## config.mk

```make
export PLATFORM = sky130hd
export DESIGN_NAME = mult_div_unit
export DESIGN_NICKNAME = d
export VERILOG_FILES = /design/src/rtl/mips_pkg.sv /design/src/rtl/md_step.sv /design/src/rtl/mult_div_unit.sv
export SDC_FILE = /design/constraint.sdc
export NUM_CORES = 1
export LEC_CHECK = 0
export ABC_AREA = 1
export CELL_PAD_IN_SITES_DETAIL_PLACEMENT = 0
export CELL_PAD_IN_SITES_GLOBAL_PLACEMENT = 2
export CORE_ASPECT_RATIO = 1.4
export CORE_UTILIZATION = 29
export DETAILED_ROUTE_END_ITERATION = 6
export PLACE_DENSITY_LB_ADDON = 0.25
export SLEW_MARGIN = 10
export SYNTH_ARGS = -nofsm -noshare
export SYNTH_HDL_FRONTEND = slang
export SYNTH_HIERARCHICAL = 1
export SYNTH_SLANG_ARGS = --single-unit
```

## constraint.sdc

```tcl
create_clock -name clk -period 6.4 [get_ports clk]
set_clock_uncertainty 0.1 [all_clocks]
set_input_delay 1.28 -clock clk [delete_from_list [all_inputs] [get_ports clk]]
set_output_delay 1.28 -clock clk [all_outputs]
set_load 0.01 [all_outputs]
```

## src/rtl/mips_pkg.sv

```systemverilog
// Shared MIPS core definitions used by the multiply/divide unit.
package mips_pkg;

  localparam int unsigned MdDataWidth = 32;

  typedef enum logic [2:0] {
    MdMult  = 3'b000,
    MdMultu = 3'b001,
    MdDiv   = 3'b010,
    MdDivu  = 3'b011,
    MdMthi  = 3'b100,
    MdMtlo  = 3'b101
  } md_op_t;

  // MULT/MULTU/DIV/DIVU all sit in the lower half of the encoding.
  function automatic logic md_is_arith(input logic [2:0] op);
    return op[2] == 1'b0;
  endfunction

endpackage

```

## src/rtl/md_step.sv

```systemverilog
// One radix-2 iteration: shift-add multiply or restoring-divide step on the working registers.
module md_step
  import mips_pkg::*;
#(
  parameter int unsigned DATA_WIDTH = MdDataWidth
) (
  input  logic                  is_div,
  input  logic [DATA_WIDTH-1:0] acc,
  input  logic [DATA_WIDTH-1:0] wq,
  input  logic [DATA_WIDTH-1:0] opnd,
  output logic [DATA_WIDTH-1:0] acc_next,
  output logic [DATA_WIDTH-1:0] wq_next
);

  logic [DATA_WIDTH:0] sum;
  logic [DATA_WIDTH:0] rem_sh;
  logic [DATA_WIDTH:0] diff;

  always_comb begin
    sum    = {1'b0, acc} + (wq[0] ? {1'b0, opnd} : '0);
    rem_sh = {acc, wq[DATA_WIDTH-1]};
    diff   = rem_sh - {1'b0, opnd};
    if (is_div) begin
      // Top bit of diff set means the trial subtraction borrowed: restore.
      if (diff[DATA_WIDTH]) begin
        acc_next = rem_sh[DATA_WIDTH-1:0];
        wq_next  = {wq[DATA_WIDTH-2:0], 1'b0};
      end else begin
        acc_next = diff[DATA_WIDTH-1:0];
        wq_next  = {wq[DATA_WIDTH-2:0], 1'b1};
      end
    end else begin
      acc_next = sum[DATA_WIDTH:1];
      wq_next  = {sum[0], wq[DATA_WIDTH-1:1]};
    end
  end

endmodule

```

## src/rtl/mult_div_unit.sv

```systemverilog
// Iterative multiply/divide unit with architectural HI/LO registers.
// Operates on operand magnitudes and applies the sign correction in a final FIX cycle.
module mult_div_unit
  import mips_pkg::*;
#(
  parameter int unsigned DATA_WIDTH = MdDataWidth
) (
  input  logic                  clk,
  input  logic                  rst,
  input  logic                  start,
  input  logic [2:0]            op,
  input  logic                  flush,
  input  logic [DATA_WIDTH-1:0] rs_data,
  input  logic [DATA_WIDTH-1:0] rt_data,
  output logic                  busy,
  output logic                  done,
  output logic [DATA_WIDTH-1:0] hi,
  output logic [DATA_WIDTH-1:0] lo
);

  localparam int unsigned CntW = $clog2(DATA_WIDTH);

  typedef enum logic [1:0] {StIdle, StCalc, StFix} state_t;

  state_t                state_q, state_d;
  logic [CntW-1:0]       cnt_q, cnt_d;
  logic [DATA_WIDTH-1:0] acc_q, acc_d, wq_q, wq_d, opnd_q, opnd_d;
  logic [DATA_WIDTH-1:0] hi_q, hi_d, lo_q, lo_d;
  logic                  is_div_q, is_div_d, neg_q, neg_d, neg_rem_q, neg_rem_d;
  logic                  dz_q, dz_d, done_q, done_d;

  logic [DATA_WIDTH-1:0]   acc_step, wq_step, mag_a, mag_b;
  logic [2*DATA_WIDTH-1:0] prod;
  logic                    sign_a, sign_b;
  md_op_t                  op_e;

  md_step #(
    .DATA_WIDTH(DATA_WIDTH)
  ) u_md_step (
    .is_div   (is_div_q),
    .acc      (acc_q),
    .wq       (wq_q),
    .opnd     (opnd_q),
    .acc_next (acc_step),
    .wq_next  (wq_step)
  );

  always_comb begin
    op_e   = md_op_t'(op);
    sign_a = ~op[0] & rs_data[DATA_WIDTH-1];
    sign_b = ~op[0] & rt_data[DATA_WIDTH-1];
    mag_a  = sign_a ? -rs_data : rs_data;
    mag_b  = sign_b ? -rt_data : rt_data;
    prod   = {acc_q, wq_q};
  end

  always_comb begin
    state_d   = state_q;
    cnt_d     = cnt_q;
    acc_d     = acc_q;
    wq_d      = wq_q;
    opnd_d    = opnd_q;
    is_div_d  = is_div_q;
    neg_d     = neg_q;
    neg_rem_d = neg_rem_q;
    dz_d      = dz_q;
    hi_d      = hi_q;
    lo_d      = lo_q;
    done_d    = 1'b0;
    unique case (state_q)
      StIdle: begin
        if (start && !flush) begin
          if (md_is_arith(op)) begin
            acc_d     = '0;
            wq_d      = mag_a;
            opnd_d    = mag_b;
            is_div_d  = op[1];
            neg_d     = sign_a ^ sign_b;
            neg_rem_d = sign_a;
            dz_d      = (rt_data == '0);
            cnt_d     = '0;
            state_d   = StCalc;
          end else if (op_e == MdMthi) begin
            hi_d = rs_data;
          end else if (op_e == MdMtlo) begin
            lo_d = rs_data;
          end
        end
      end
      StCalc: begin
        if (flush) begin
          state_d = StIdle;
        end else begin
          acc_d = acc_step;
          wq_d  = wq_step;
          cnt_d = cnt_q + 1'b1;
          if (cnt_q == CntW'(DATA_WIDTH - 1)) begin
            state_d = StFix;
          end
        end
      end
      StFix: begin
        state_d = StIdle;
        if (!flush) begin
          done_d = 1'b1;
          if (is_div_q) begin
            // Divide by zero leaves the all-ones quotient; remainder is the dividend restored
            // to its own sign, so hi ends up equal to rs_data.
            lo_d = dz_q ? '1 : (neg_q ? -wq_q : wq_q);
            hi_d = neg_rem_q ? -acc_q : acc_q;
          end else begin
            {hi_d, lo_d} = neg_q ? -prod : prod;
          end
        end
      end
      default: state_d = StIdle;
    endcase
  end

  always_ff @(posedge clk or posedge rst) begin
    if (rst) begin
      state_q   <= StIdle;
      cnt_q     <= '0;
      acc_q     <= '0;
      wq_q      <= '0;
      opnd_q    <= '0;
      hi_q      <= '0;
      lo_q      <= '0;
      is_div_q  <= 1'b0;
      neg_q     <= 1'b0;
      neg_rem_q <= 1'b0;
      dz_q      <= 1'b0;
      done_q    <= 1'b0;
    end else begin
      state_q   <= state_d;
      cnt_q     <= cnt_d;
      acc_q     <= acc_d;
      wq_q      <= wq_d;
      opnd_q    <= opnd_d;
      hi_q      <= hi_d;
      lo_q      <= lo_d;
      is_div_q  <= is_div_d;
      neg_q     <= neg_d;
      neg_rem_q <= neg_rem_d;
      dz_q      <= dz_d;
      done_q    <= done_d;
    end
  end

  assign busy = (state_q != StIdle);
  assign done = done_q;
  assign hi   = hi_q;
  assign lo   = lo_q;

endmodule

```

Word-level counts from Yosys, hierarchy flattened
Index checks and enable logic that the tools add are counted.
Storage, ports and cells
  register bits: 172
  input port bits: 71
  output and inout port bits: 66
  word-level logic and storage cells: 94
Cells by class
  $add $sub $neg: 8
  equal/unequal tests: 14
  multiplexer cells: 43
  bitwise gates (word level): 5
  reductions and logical operators: 12
Operators with widths (count)
  $mux 32: 26
  $pmux 32 s2: 4
  $neg 32->32: 4
  $mux 64: 1
  $neg 64->64: 1
  $add 32x33->33: 1
  $sub 33x32->33: 1
  $logic_not 32->1: 1
  $ne 2x2->1 const B: 8
  $mux 5: 3
  $pmux 5 s2: 1
  $mux 2: 4
  $eq 3x3->1 const B: 2
  $reduce_and 3->1: 2
  $reduce_and 6->1: 1
  $reduce_bool 2->1: 3
  $add 5x1->5 const B: 1
  $eq 5x5->1 const B: 1
  $reduce_and 5->1: 1
  $pmux 2 s2: 1
  $reduce_and 4->1: 1
  $mux 1: 3
  $ne 3x3->1 const B: 1
  $and 1x1->1: 2
  other kinds (7): 8

Logic depth before layout (Yosys ltp)
  depth in word-level cells: 6
  depth in mapped cells: 20
  gate-level depth less buffers: 19

Hierarchy
The synthesis kept the hierarchy.
Modules (own cells, without submodules)
  mult_div_unit: instances 1, cells each 1760, area each 11552.3 µm², sequential area each 4304.1 µm²
  md_step: instances 1, cells each 1308, area each 6337.3 µm², sequential area each 0.0 µm²

Worst setup path before layout
Ideal clock, no wire load.
  path type: in2reg
  start: input port rt_data[0]
  end: register opnd_q[20]
  library setup time: 0.129 ns
  arrival time: 2.490 ns
  data required time: 6.171 ns
  path slack: 3.681 ns
  stages: 10
  buffers on the path: 0
  cell sequence: inv_1 -> ha_1 -> nand3_1 -> nor2_1 -> nand2_1 -> nor2_4 -> nand2_1 -> o21ai_1 -> xor2_1 -> o21ai_1
On the way
  cells in the longest elaborated chain, start to end: 2
Ends and longest elaborated chain
  start, declared: RTL line mult_div_unit.sv:14  | input logic [DATA_WIDTH-1:0] rt_data,
  $neg 32->32: RTL line mult_div_unit.sv:53  | mag_b = sign_b ? -rt_data : rt_data;
  $mux 32: RTL line mult_div_unit.sv:53
  end signal, assigned: RTL line mult_div_unit.sv:139  | opnd_q <= opnd_d;
  end, declared: RTL line mult_div_unit.sv:27  | logic [DATA_WIDTH-1:0] acc_q, acc_d, wq_q, wq_d, opnd_q, opnd_d;
Every way passes these cells.
A chain may end at the register's enable or synchronous reset.

Worst setup path after layout
  start: input port flush
  end: register cnt_q[2]
On the way
  cells in the longest elaborated chain, start to end: 4
  elaborated cells on any way between the ends: 5
  those cells by class: eq/ne: 2; reduce/logical: 3
Ends and longest elaborated chain
  start, declared: RTL line mult_div_unit.sv:12  | input logic flush,
  $logic_not 1->1
  $logic_and 1x1->1: RTL line mult_div_unit.sv:72  | if (start && !flush) begin
  $ne 2x2->1 (no line)
  $reduce_and 4->1 (no line) *
  end signal, assigned: RTL line mult_div_unit.sv:136  | cnt_q <= cnt_d;
  end, declared: RTL line mult_div_unit.sv:26  | logic [CntW-1:0] cnt_q, cnt_d;
Mark *: on every way between the ends. The rest lies on a longest branch, timed or not.

==> results.md <==
- Status: completed
- Reg clk slew, reported paths: around 70 ps
- Req. time, crit path: about 6700 ps
- Final setup vio count: 0
- GPL Wtd Cong: approximately 0.95
- DP HPWL: 70,600 um
- GRT overflow: 0
- Vias: 20,157
- Count leader, synth: nand2_1
- Synth warn: 6
- Int Pwr: 3750 uW
- Die height: 296 um
- Detailed router's first-iteration violation count: 1,176
- Die area: approximately 63,000 sq um
- Placed cell area: about 20,000 sq um
- Finished Cell Area: 20,600 sq um
- Worst Max-Slew Pin Slew: between 900 and 1000 ps
- Power density over cell area: 411 nW/um^2
- Max Clock Freq: between 200 and 250 MHz
- Post-cts sizing count: 0
- Main synth FF type: dfrtp_1
- Fin Setup TNS: 0 ps
- Async set-reset flop share out of synthesis: 1.00
- Routed len/inst: 21.3 um
- Drt pass-1 iters: 5
- Post-CTS Setup Bufs: 0
- Critical Path AT: ~4400 ps
- Layout cells sized above 1: 0.0468
- Switching part of the total: 0.558
- DRC Markers: 0
- Core area: 60,900 sq um
- Routed WL: between 80,000 and 90,000 um
- Critical path peak fanout: 54
- Hold-fix buffers, CTS: 0
- Area contributors post-synth: dfrtp_1 (24%), nand2_1 (19%), nor2_1 (8.7%), inv_1 (8.5%), nand3_1 (8.2%)
- # Max-Cap Violations: 0
- Largest net degree at the start of global routing: 89
- Slew Viols, Final: 0
- Vias in the first global route: 19,800
- Setup crit start kind: input pin
- Initial Utilization: 0.294
- CP endpoint kind: flop
- Synth top cells by count: nand2_1 (924), nor2_1 (417), inv_1 (403), nand3_1 (294), dfrtp_1 (172)
- Combinational power share: 0.638
- Flop pwr share: 0.230
- Cts bufs inserted: 17
- RSZ-0062 raised after global routing: false
- Nets: roughly 3,300
- Psw: ~4700 uW
- Yosys cell types: 55
- Clock Sinks: approximately 170
- Area leader, netlist: dfrtp_1
- H-tree depth: 4
- DIE WIDTH: 212 um
- Leak pwr: 0.0104 uW
- ANT nets after route: 0
- FF+latch count, synth: 172
- Seq/Total Area, Yosys: 0.241
- Fin crit period: 4080 ps
- Row count: 107
- Maximum vdd ir drop: 0.229 mV
- Post-synthesis instance area: 17,900 sq um
- Final hold vios: 0
- Slew margin rel.: 0.341
- Clk pwr share: 0.132
- First-pass GRT wire length: 124,000 um
- EDFF count, synth: 0
- Worst Path Class, Setup: in2reg
- Area Overhead vs Synth: 15.2%
- Skew-Pair Late Insertion Delay: 480 ps
- Maximum clock insertion buffer count: 2
- CTS root buffer: clkbuf_16
- Post-synth top area share: 0.241
- Fillers: 6,999
- Via-per-instance ratio: ~5
- GRT Resource Usage Total: 0.271
- Hold WC Path Type: reg2reg
- I/O Buffers: 136
- Antenna violations before repair: 0
- IO Pins: 137
- Syn Inst Count: 3,068
- Syn_area_per_cell: 5.83 sq um
- CTS tree: yes
- Final antenna diode count: 0
- Final worst-path cycle share: 0.638
- Syn_nets: 3,211
## state kept, by name (all words and copies together), names as in the netlist, 2 cells and up
| register | count |
|---|---|
| acc_q | 32 |
| cnt_q | 5 |
| hi | 32 |
| lo | 32 |
| opnd_q | 32 |
| state_q | 2 |
| wq_q | 32 |
## metal layers
metal	global-route usage	part of all wire	routed length, um	vias to the layer above
met5	0	0	0	-
met4	0.163	0.063	5330	0
met3	0.0230	0.029	2480	151
met2	0.517	0.53	45100	477
met1	0.287	0.38	31800	9540
li1	-	-	-	9989
## worst max-delay path: stages
cell and delay [ps]:
clkdlybuf4s50_1 510, inv_2 80, nand2_1 70, nor2_1 110, nand2_2 50, buf_4 270, inv_2 360, nor2_4 40
buf_4 290, inv_2 610, buf_4 460, nand2_1 90, a21oi_1 130
## power groups by stage
stage	sequential (uW)	combinational (uW)	clock [uW]
after floorplan	1730	3660	0
after global placement	1970	5380	0
after detailed placement	1970	5400	0
after CTS	1950	5420	1150
after global routing	1990	6070	1180
final	1950	5410	1120
## stage by stage
step | util | worst slack, ps | std cells | hold WS (ps) | total power, uW
5_1_grt | 0.338 | 2090 | 3979 | 418 | 9240
3_5_place_dp | 0.329 | 1820 | 3947 | 373 | 7380
3_3_place_gp | 0.329 | 1770 | 3947 | 368 | 7350
2_1_floorplan | - | 360 | 3068 | 353 | 5390
4_1_cts | 0.338 | 2320 | 3979 | 391 | 8530
6_report | 0.338 | 2320 | 3979 | 384 | 8480
## kinds of logic after synthesis
| logic type | after synthesis | synth area share |
|---|---|---|
| buf+inv | 514 | 0.113 |
| flops | 172 | 0.241 |
| compound gates | 483 | 0.151 |
| fa+ha+maj | 72 | 0.0512 |
| xor+xnor | 49 | 0.0240 |
| simple gates | 1778 | 0.420 |
## layout make-up
class | instances | area, sq um | area share
Multi-Input combinational cell | 2382 | 11600 | 0.562
Sequential cell | 172 | 4310 | 0.209
Inverter | 421 | 1590 | 0.0770
Timing Repair Buffer | 155 | 1520 | 0.0736
Tap cell | 817 | 1020 | 0.0496
Clock buffer | 17 | 425 | 0.0206
Clock inverter | 15 | 175 | 0.00850
## cells in the final DEF, fill, tap and decap left out, types with 4 or more instances in the layout
master,n
xnor2_1,10
a21o_1,4
nand3_2,7
o21ai_0,170
nand2_2,22
nor2_4,6
a31oi_1,6
clkdlybuf4s50_1,136
nand4_1,21
o211ai_1,15
nand3_1,294
o21ai_2,6
inv_1,402
inv_2,17
nand3b_1,20
and2_1,8
ha_1,70
nor2_2,9
nor2_1,414
nor3_1,22
o31ai_1,10
o21bai_1,11
nand2_1,924
dfrtp_1,170
or2_2,12
o21a_1,5
inv_6,8
nor4_1,4
xor2_1,39
a2bb2oi_1,20
buf_4,18
o22ai_1,5
clkbuf_16,17
nand2_4,5
a21oi_1,156
o21ai_1,65
## worst paths after layout
kind | to | from | slack, ps | cells after the start
max | cnt_q[2] | flush | 2320 | 13
min | lo[12] | lo[12] | 380 | 2
max reg2reg | cnt_q[2] | state_q[1] | 2500 | 10
min reg2reg | lo[12] | lo[12] | 380 | 2
max in group asynchronous | opnd_q[18] | rst | 4110 | 3
min in group asynchronous | lo[8] | rst | 1140 | 2
Power figures use the tool's default switching activity.
